$ cat src/rtl/seq_bit_serializer.sv
// Parallel-to-serial stage: WIDTH-bit words in over valid/ready, shifted out MSB-first with GAP idle cycles between frames.
// Optional build macro SER_PARITY_EN appends an even-parity bit (^din) after din[0].
module seq_bit_serializer #(
    parameter int WIDTH = 8,
    parameter int GAP   = 0
) (
    input  logic             clk,
    input  logic             rst,
    input  logic [WIDTH-1:0] din,
    input  logic             din_valid,
    output logic             din_ready,
    output logic             out,
    output logic             out_valid,
    output logic             frame_done,
    output logic             busy
);

`ifdef SER_PARITY_EN
    localparam int FRAME = WIDTH + 1;
`else
    localparam int FRAME = WIDTH;
`endif
    localparam int CW = $clog2(WIDTH + 2);

    typedef enum logic [1:0] {
        S_IDLE  = 2'd0,
        S_SHIFT = 2'd1,
        S_GAP   = 2'd2
    } state_t;

    state_t           state_reg, state_next;
    logic [FRAME-2:0] shreg_reg, shreg_next;
    logic [CW-1:0]    cnt_reg, cnt_next;
    logic             out_reg, out_next;
    logic             ov_reg, ov_next;
    logic             fd_reg, fd_next;
    logic             busy_reg, busy_next;
    logic [FRAME-1:0] frame_word;
    logic             last_bit;
    logic             gap_last;
    logic             handshake;

`ifdef SER_PARITY_EN
    assign frame_word = {din, ^din};
`else
    assign frame_word = din;
`endif

    // cnt_reg is the index of the bit currently on out
    assign last_bit  = (state_reg == S_SHIFT) && (cnt_reg == CW'(FRAME - 1));
    assign din_ready = !rst && ((state_reg == S_IDLE) || (last_bit && (GAP == 0)) || gap_last);
    assign handshake = din_valid && din_ready;

    generate
        if (GAP > 0) begin : g_gap
            localparam int GW = $clog2(GAP + 1);
            logic [GW-1:0] gcnt_reg;

            always_ff @(posedge clk or posedge rst) begin
                if (rst) begin
                    gcnt_reg <= '0;
                end else if ((state_reg == S_GAP) && !gap_last) begin
                    gcnt_reg <= gcnt_reg + 1'b1;
                end else begin
                    gcnt_reg <= '0;
                end
            end

            assign gap_last = (state_reg == S_GAP) && (gcnt_reg == GW'(GAP - 1));
        end else begin : g_nogap
            assign gap_last = 1'b0;
        end
    endgenerate

    always_comb begin
        state_next = state_reg;
        shreg_next = shreg_reg;
        cnt_next   = cnt_reg;
        out_next   = 1'b0;
        ov_next    = 1'b0;
        fd_next    = 1'b0;
        busy_next  = 1'b0;

        case (state_reg)
            S_IDLE: begin
                state_next = S_IDLE;
            end
            S_SHIFT: begin
                if (!last_bit) begin
                    out_next   = shreg_reg[FRAME-2];
                    shreg_next = shreg_reg << 1;
                    cnt_next   = cnt_reg + 1'b1;
                    ov_next    = 1'b1;
                    busy_next  = 1'b1;
                    fd_next    = (cnt_reg == CW'(FRAME - 2));
                end else begin
                    cnt_next   = '0;
                    shreg_next = '0;
                    if (GAP > 0) begin
                        state_next = S_GAP;
                        busy_next  = 1'b1;
                    end else begin
                        state_next = S_IDLE;
                    end
                end
            end
            S_GAP: begin
                busy_next = 1'b1;
                if (gap_last) begin
                    state_next = S_IDLE;
                    busy_next  = 1'b0;
                end
            end
            default: begin
                state_next = S_IDLE;
                shreg_next = '0;
                cnt_next   = '0;
            end
        endcase

        // A handshake is only possible where a new frame may start, so it overrides the above
        if (handshake) begin
            state_next = S_SHIFT;
            out_next   = frame_word[FRAME-1];
            shreg_next = frame_word[FRAME-2:0];
            cnt_next   = '0;
            ov_next    = 1'b1;
            busy_next  = 1'b1;
            fd_next    = 1'b0;
        end
    end

    always_ff @(posedge clk or posedge rst) begin
        if (rst) begin
            state_reg <= S_IDLE;
            shreg_reg <= '0;
            cnt_reg   <= '0;
            out_reg   <= 1'b0;
            ov_reg    <= 1'b0;
            fd_reg    <= 1'b0;
            busy_reg  <= 1'b0;
        end else begin
            state_reg <= state_next;
            shreg_reg <= shreg_next;
            cnt_reg   <= cnt_next;
            out_reg   <= out_next;
            ov_reg    <= ov_next;
            fd_reg    <= fd_next;
            busy_reg  <= busy_next;
        end
    end

    assign out        = out_reg;
    assign out_valid  = ov_reg;
    assign frame_done = fd_reg;
    assign busy       = busy_reg;

endmodule
$ cat config.mk
export PLATFORM = sky130hd
export DESIGN_NAME = seq_bit_serializer
export DESIGN_NICKNAME = d
export VERILOG_FILES = /design/src/rtl/seq_bit_serializer.sv
export SDC_FILE = /design/constraint.sdc
export NUM_CORES = 1
export LEC_CHECK = 0
export BUFFER_PORTS_ARGS = -buffer_cell sky130_fd_sc_hd__buf_4
export CAP_MARGIN = 20
export CELL_PAD_IN_SITES_DETAIL_PLACEMENT = 1
export CELL_PAD_IN_SITES_GLOBAL_PLACEMENT = 2
export CORE_MARGIN = 4
export CORE_UTILIZATION = 36
export DETAILED_ROUTE_END_ITERATION = 10
export GPL_TIMING_DRIVEN = 0
export PLACE_DENSITY = 0.77
export SETUP_SLACK_MARGIN = 0.3
export SLEW_MARGIN = 20
export SYNTH_ARGS = -nofsm -noshare
export SYNTH_HDL_FRONTEND = slang
export SYNTH_SLANG_ARGS = --single-unit
$ cat constraint.sdc
create_clock -name clk -period 3.5 [get_ports clk]
set_input_delay 0.7 -clock clk [delete_from_list [all_inputs] [get_ports clk]]
set_output_delay 0.7 -clock clk [all_outputs]
set_load 0.02 [all_outputs]
======== Yosys cells after proc, flatten, opt, wreduce, memory -nomap -nowiden ========
Index checks and enable logic that the tools add are counted.
word-level totals
  flip-flop bits (word level) ............. 17
  latch bits .............................. 0
  bits in writable memories ............... 0
  memory bits (read-only) ................. 0
  output and inout port bits .............. 5
  memories ................................ 0
cells by class
  $add $sub $neg .......................... 1
  multipliers ............................. 0
  divide/modulo/power cells ............... 0
  magnitude comparators ................... 0
  eq/ne operators ......................... 7
  shifts and indexed selects .............. 0
  muxes and demuxes ....................... 20
  bitwise gates (word level) .............. 0
  reductions and logical operators ........ 8
operator list
  kind                                                    count
  2-to-1 mux 7 bit                                        2
  case mux 7 bit (2 select lines)                         1
  2-to-1 mux 1 bit                                        10
  equality test 4 x 3 -> 1 bit (second input constant)    2
  2-to-1 mux 4 bit                                        2
  case mux 4 bit (2 select lines)                         1
  adder 4 x 1 -> 4 bit (second input constant)            1
  2-to-1 mux 2 bit                                        2
  case mux 2 bit (2 select lines)                         1
  logical AND 1 bit                                       3
  inequality test 3 bit (second input constant)           1
  equality test 2 x 1 -> 1 bit (second input constant)    1
  equality test 2 bit (second input constant)             1
  zero test 2 bit                                         1
  inequality test 2 x 1 -> 1 bit (second input constant)  1
  inequality test 2 bit (second input constant)           1
  case mux 1 bit (2 select lines)                         1
  AND reduction 2 bit                                     1
  OR reduction 2 bit                                      1
  zero test 1 bit                                         1
  logical OR 1 bit                                        1

======== Logic depth before layout (Yosys ltp) ========
  depth after elaboration ................. 7
  mapped depth ............................ 5
  gate-level depth less buffers ........... 4

======== Worst setup path after synthesis ========
OpenSTA, ideal clock, no wires.
  path kind ............................... flip-flop to output port
  start ................................... register cnt_reg[1]
  end ..................................... output din_ready
  data arrival time ....................... 1.291 ns
  required time ........................... 2.800 ns
  setup slack ............................. 1.509 ns
  stages on the path, launching flop included .. 6
  buffers on the path ..................... 1
  cells stage by stage .................... dfrtp_1 > ha_1 > nand3b_2 > and2_4 > buf_6 > nor2_1
between the ends
  word-level cells in the longest chain between the ends .. 4
RTL lines
  what                          line  RTL
  from (decl)                   33    logic [CW-1:0] cnt_reg, cnt_next;
  from (signal assigned)        145   cnt_reg <= cnt_next;
  equality test 4 x 3 -> 1 bit  50    assign last_bit = (state_reg == S_SHIFT) && (cnt_reg == CW'(FRAME - 1));
  logical AND 1 bit             50
  logical OR 1 bit              51    assign din_ready = !rst && ((state_reg == S_IDLE) || (last_bit && (GAP == 0)) || gap_last);
  logical AND 1 bit             51
  to (decl)                     11    output logic din_ready,
Every way passes these cells.

======== Final worst setup path ========
  start ................................... register cnt_reg[0]
  end ..................................... output din_ready
Same word-level chain as after synthesis.

==> results_tabular.tex <==
\begin{tabular}{lr}
\hline
Metric & Value \\
\hline
\multicolumn{2}{l}{\textbf{Floorplan}} \\
\quad X dimension of the die & 55.5 microns \\
\quad Placeable core region & 2040 sq um \\
\quad Num rows & 16 \\
\quad Die area & 3080 sq um \\
\quad Number of top-level pins & 16 \\
\quad Starting Density & 0.397 \\
\quad Die Y-Extent & 55.5 microns \\
\multicolumn{2}{l}{\textbf{Pwr}} \\
\quad Register share of total power & 0.424 \\
\quad Internal portion of total power & slightly above 400 uW \\
\quad NetSw & 243 uW \\
\quad PwrDens & 665 nW/um\^{}2 \\
\quad Leakage dissipation & 0.483 nW \\
\quad Peak supply drop & 0.335 mV \\
\quad Clk pwr share & 0.157 \\
\quad Switching share of power & 0.371 \\
\quad Part of the power in combinational logic & 0.419 \\
\multicolumn{2}{l}{\textbf{Placement}} \\
\quad Worst setup slack after placement & 1.45 ns \\
\quad Hpwl dp & 1370 microns \\
\quad Area after DPL & 957 sq um \\
\quad Port Buf Inserts & 15 \\
\quad Routability congestion estimate & 0.711 \\
\quad Cell count after placement & 113 \\
\multicolumn{2}{l}{\textbf{Layout}} \\
\quad Final antenna diode count & 0 \\
\quad \# fillers & $\sim$250 \\
\quad Commonest cells after routing, fill and taps aside & buf\_4 (16), dfrtp\_1 (15), nand2\_1 (8) \\
\quad Share of the core filled with cells in the final layout & 0.482 \\
\quad Largest register FFs & 7 \\
\quad Proportion of layout cells with a drive suffix above 1 & 0.400 \\
\quad Footprint of the multi-input gates & 382 sq um \\
\quad Final standard cell area without fillers & between 900 and 1000 sq um \\
\quad Area growth syn-to-layout & 21.5\% \\
\quad Final non-filler cell total & 117 \\
\quad Register area & 375 sq um \\
\quad Leading cell type in the layout, fill and taps excluded & buf\_4 \\
\quad Nets & 104 \\
\multicolumn{2}{l}{\textbf{Worst hold path}} \\
\quad Worst min-delay path category & flop to flop \\
\quad Worst hold path stage count & 1 \\
\multicolumn{2}{l}{\textbf{Clock network}} \\
\quad CTS Hold Bufs & 0 \\
\quad Clock latency of the later-clocked register in the worst-skew pair & 0.28 ns \\
\quad CTS H-Tree Depth & 1 \\
\quad Clock Tree Buf Depth & 2 \\
\quad Root Buffer Master & clkbuf\_4 \\
\quad Number of buffers inserted to repair setup after CTS & 0 \\
\quad Number of instances resized during post-cts repair & 0 \\
\quad TritonCTS clock tree & yes \\
\quad Number of clock buffers inserted by TritonCTS & 3 \\
\quad Clock transition time at the flip-flop clock pins of the worst setup and hold paths & about 0.10 ns \\
\quad \# clock sinks & 15 \\
\multicolumn{2}{l}{\textbf{Global route}} \\
\quad Met3 global-route usage & 0.0326 \\
\quad Global-route wire length before repair & 3360 microns \\
\quad Antenna violations before repair & 0 \\
\quad Global Route met2 Usage & 0.226 \\
\quad Top Usage Layer GRT & met2 \\
\quad Total Routing Usage GR & 0.136 \\
\quad Number of global-route vias before repair & 730 \\
\quad Met1 track utilization from global routing & 0.172 \\
\quad Maximum number of pins on one net before global-route repair & 16 \\
\quad Remaining global-route overflow & 0 \\
\multicolumn{2}{l}{\textbf{Setup path}} \\
\quad Largest stage delay on the critical path & 0.40 ns \\
\quad Worst Path Required & 2.80 ns \\
\quad Crit-path slowest cell & dfrtp\_1 \\
\quad WP depth & 6 \\
\quad WP data arrival & between 1.5 and 2 ns \\
\quad Worst R2R Setup Slack & 1.88 ns \\
\quad Type of destination of the critical path & primary output \\
\quad CP Cell Sequence & ha\_1 -> nand3b\_2 -> and2\_4 -> buf\_6 -> nor2\_1 -> buf\_4 \\
\quad Critical path's top delay family & simple AND/OR/NAND/NOR gates \\
\quad Crit path launch type & flop \\
\quad Maximum fanout along the worst path & 8 \\
\quad Number of buffer and inverter stages on the critical path & 2 \\
\quad Crit path kind & flop to primary output \\
\quad Worst r2r path cells & 4 \\
\multicolumn{2}{l}{\textbf{Timing}} \\
\quad Share of the clock period used by the worst path & 0.672 \\
\quad Number of pins exceeding their max-slew limit in the final report & 0 \\
\quad Final hold violations & 0 \\
\quad Fin worst setup slack & 1.15 ns \\
\quad Unrepaired setup endpoints after global routing & false \\
\quad Relative slew slack & 0.598 \\
\quad Worst slew pin tran & 0.602 ns \\
\quad Final worst path period need & 2.35 ns \\
\quad Aggregate negative setup slack & 0 ns \\
\quad Worst Skew & 0.00476 ns \\
\quad Setup-failing EPs final & 0 \\
\quad Maximum frequency from static timing analysis & 425 MHz \\
\multicolumn{2}{l}{\textbf{Yosys}} \\
\quad Register area share after synthesis & 0.463 \\
\quad Mean instance size in the synthesized netlist & 11.4 sq um \\
\quad Number of distinct standard cells referenced by the synthesized netlist & 27 \\
\quad Cell types occupying the most area after synthesis & dfrtp\_1 (46\%), and4bb\_2 (9.3\%), a221o\_1 (7.4\%) \\
\quad Total of warnings raised by yosys & 0 \\
\quad Portion of synthesized cell area occupied by the leading cell type & 0.463 \\
\quad Post-synth design cell area & 811 sq um \\
\quad Cells after Synth & just over 70 \\
\quad Synthesized flop and latch total & 15 \\
\quad Largest area contributor in the netlist & dfrtp\_1 \\
\quad Net count of the mapped netlist & 84 \\
\multicolumn{2}{l}{\textbf{Drt}} \\
\quad Drt first pass iters & 5 \\
\quad Via/cell ratio & 5.51 \\
\quad Mean routed wirelength per cell & 16.3 microns \\
\quad DRC violations left & 0 \\
\quad Remaining number of nets flagged by the antenna check after routing & 0 \\
\quad Overall routed net length & 1900 microns \\
\quad Detailed Route Iter0 Violations & 16 \\
\quad Total via count in the routed design & 645 \\
\multicolumn{2}{l}{\textbf{Run}} \\
\quad Number of max-capacitance violations reported & 0 \\
\multicolumn{2}{l}{\textbf{Status}} \\
\quad Run status & finished, final reports clean \\
\hline
\end{tabular}
## logic make-up (layout without fill, tap and decap cells)
kind of cell / count (synthesis) / after routing / share of synthesized area
and+or+nand+nor: 24 / 24 / 0.219
AOI/OAI and AO/OA: 19 / 19 / 0.198
DFF: 15 / 15 / 0.463
buffers and inverters: 9 / 28 / 0.0663
adders and majority gates: 2 / 2 / 0.0309
xor gates and xnor gates: 1 / 1 / 0.0108
muxes: 1 / 1 / 0.0123
## area by class of cell
cell class	count	area share
multi-input cells	47	0.388
flip-flops and latches	15	0.381
repair buffers	15	0.114
plain buffers	5	0.0394
well taps	27	0.0343
clock buffers	3	0.0229
inverters	4	0.0152
clock inverters	1	0.00508
## power groups by stage
stage | sequential, mW | clock, mW | combinational, mW
4_1_cts | 0.278 | 0.108 | 0.279
6_report | 0.278 | 0.103 | 0.274
2_1_floorplan | 0.284 | 0 | 0.188
5_1_grt | 0.288 | 0.115 | 0.306
3_3_place_gp | 0.280 | 0 | 0.268
3_5_place_dp | 0.282 | 0 | 0.278
## per-stage QoR
stage          power, mW  hold WS [ns]
2_1_floorplan      0.472         0.457
3_3_place_gp       0.548         0.488
3_5_place_dp       0.560         0.493
4_1_cts            0.665         0.509
5_1_grt            0.709         0.549
6_report           0.655         0.511
## synthesized netlist by cell type
master     instances
dfrtp_1           15
nand2_1            8
a221o_1            6
and4bb_2           6
a31o_2             4
inv_1              4
a31o_1             2
buf_6              2
ha_1               2
nand3b_1           2
nor2_1             2
o21ai_0            2
o31ai_1            2
and2_4             1
buf_2              1
buf_4              1
clkbuf_1           1
mux2i_1            1
nand2b_4           1
nand3_1            1
nand3b_2           1
nand4_1            1
nor3_1             1
o211ai_1           1
o22ai_1            1
o2bb2ai_1          1
xor2_1             1
## layer usage
metal  vias up  routed length (microns)
met2         7                      917
met1       326                      924
met3         2                       50
met5         -                        0
li1        310                        -
met4         0                       10
## final timing paths
kind	start	endpoint
min in group asynchronous	rst	shreg_reg[1]
max in group asynchronous	rst	cnt_reg[3]
min	cnt_reg[3]	cnt_reg[3]
max	cnt_reg[0]	din_ready
min reg2reg	cnt_reg[3]	cnt_reg[3]
max reg2reg	cnt_reg[0]	shreg_reg[3]
No activity file was read; power rests on OpenSTA's default activity.
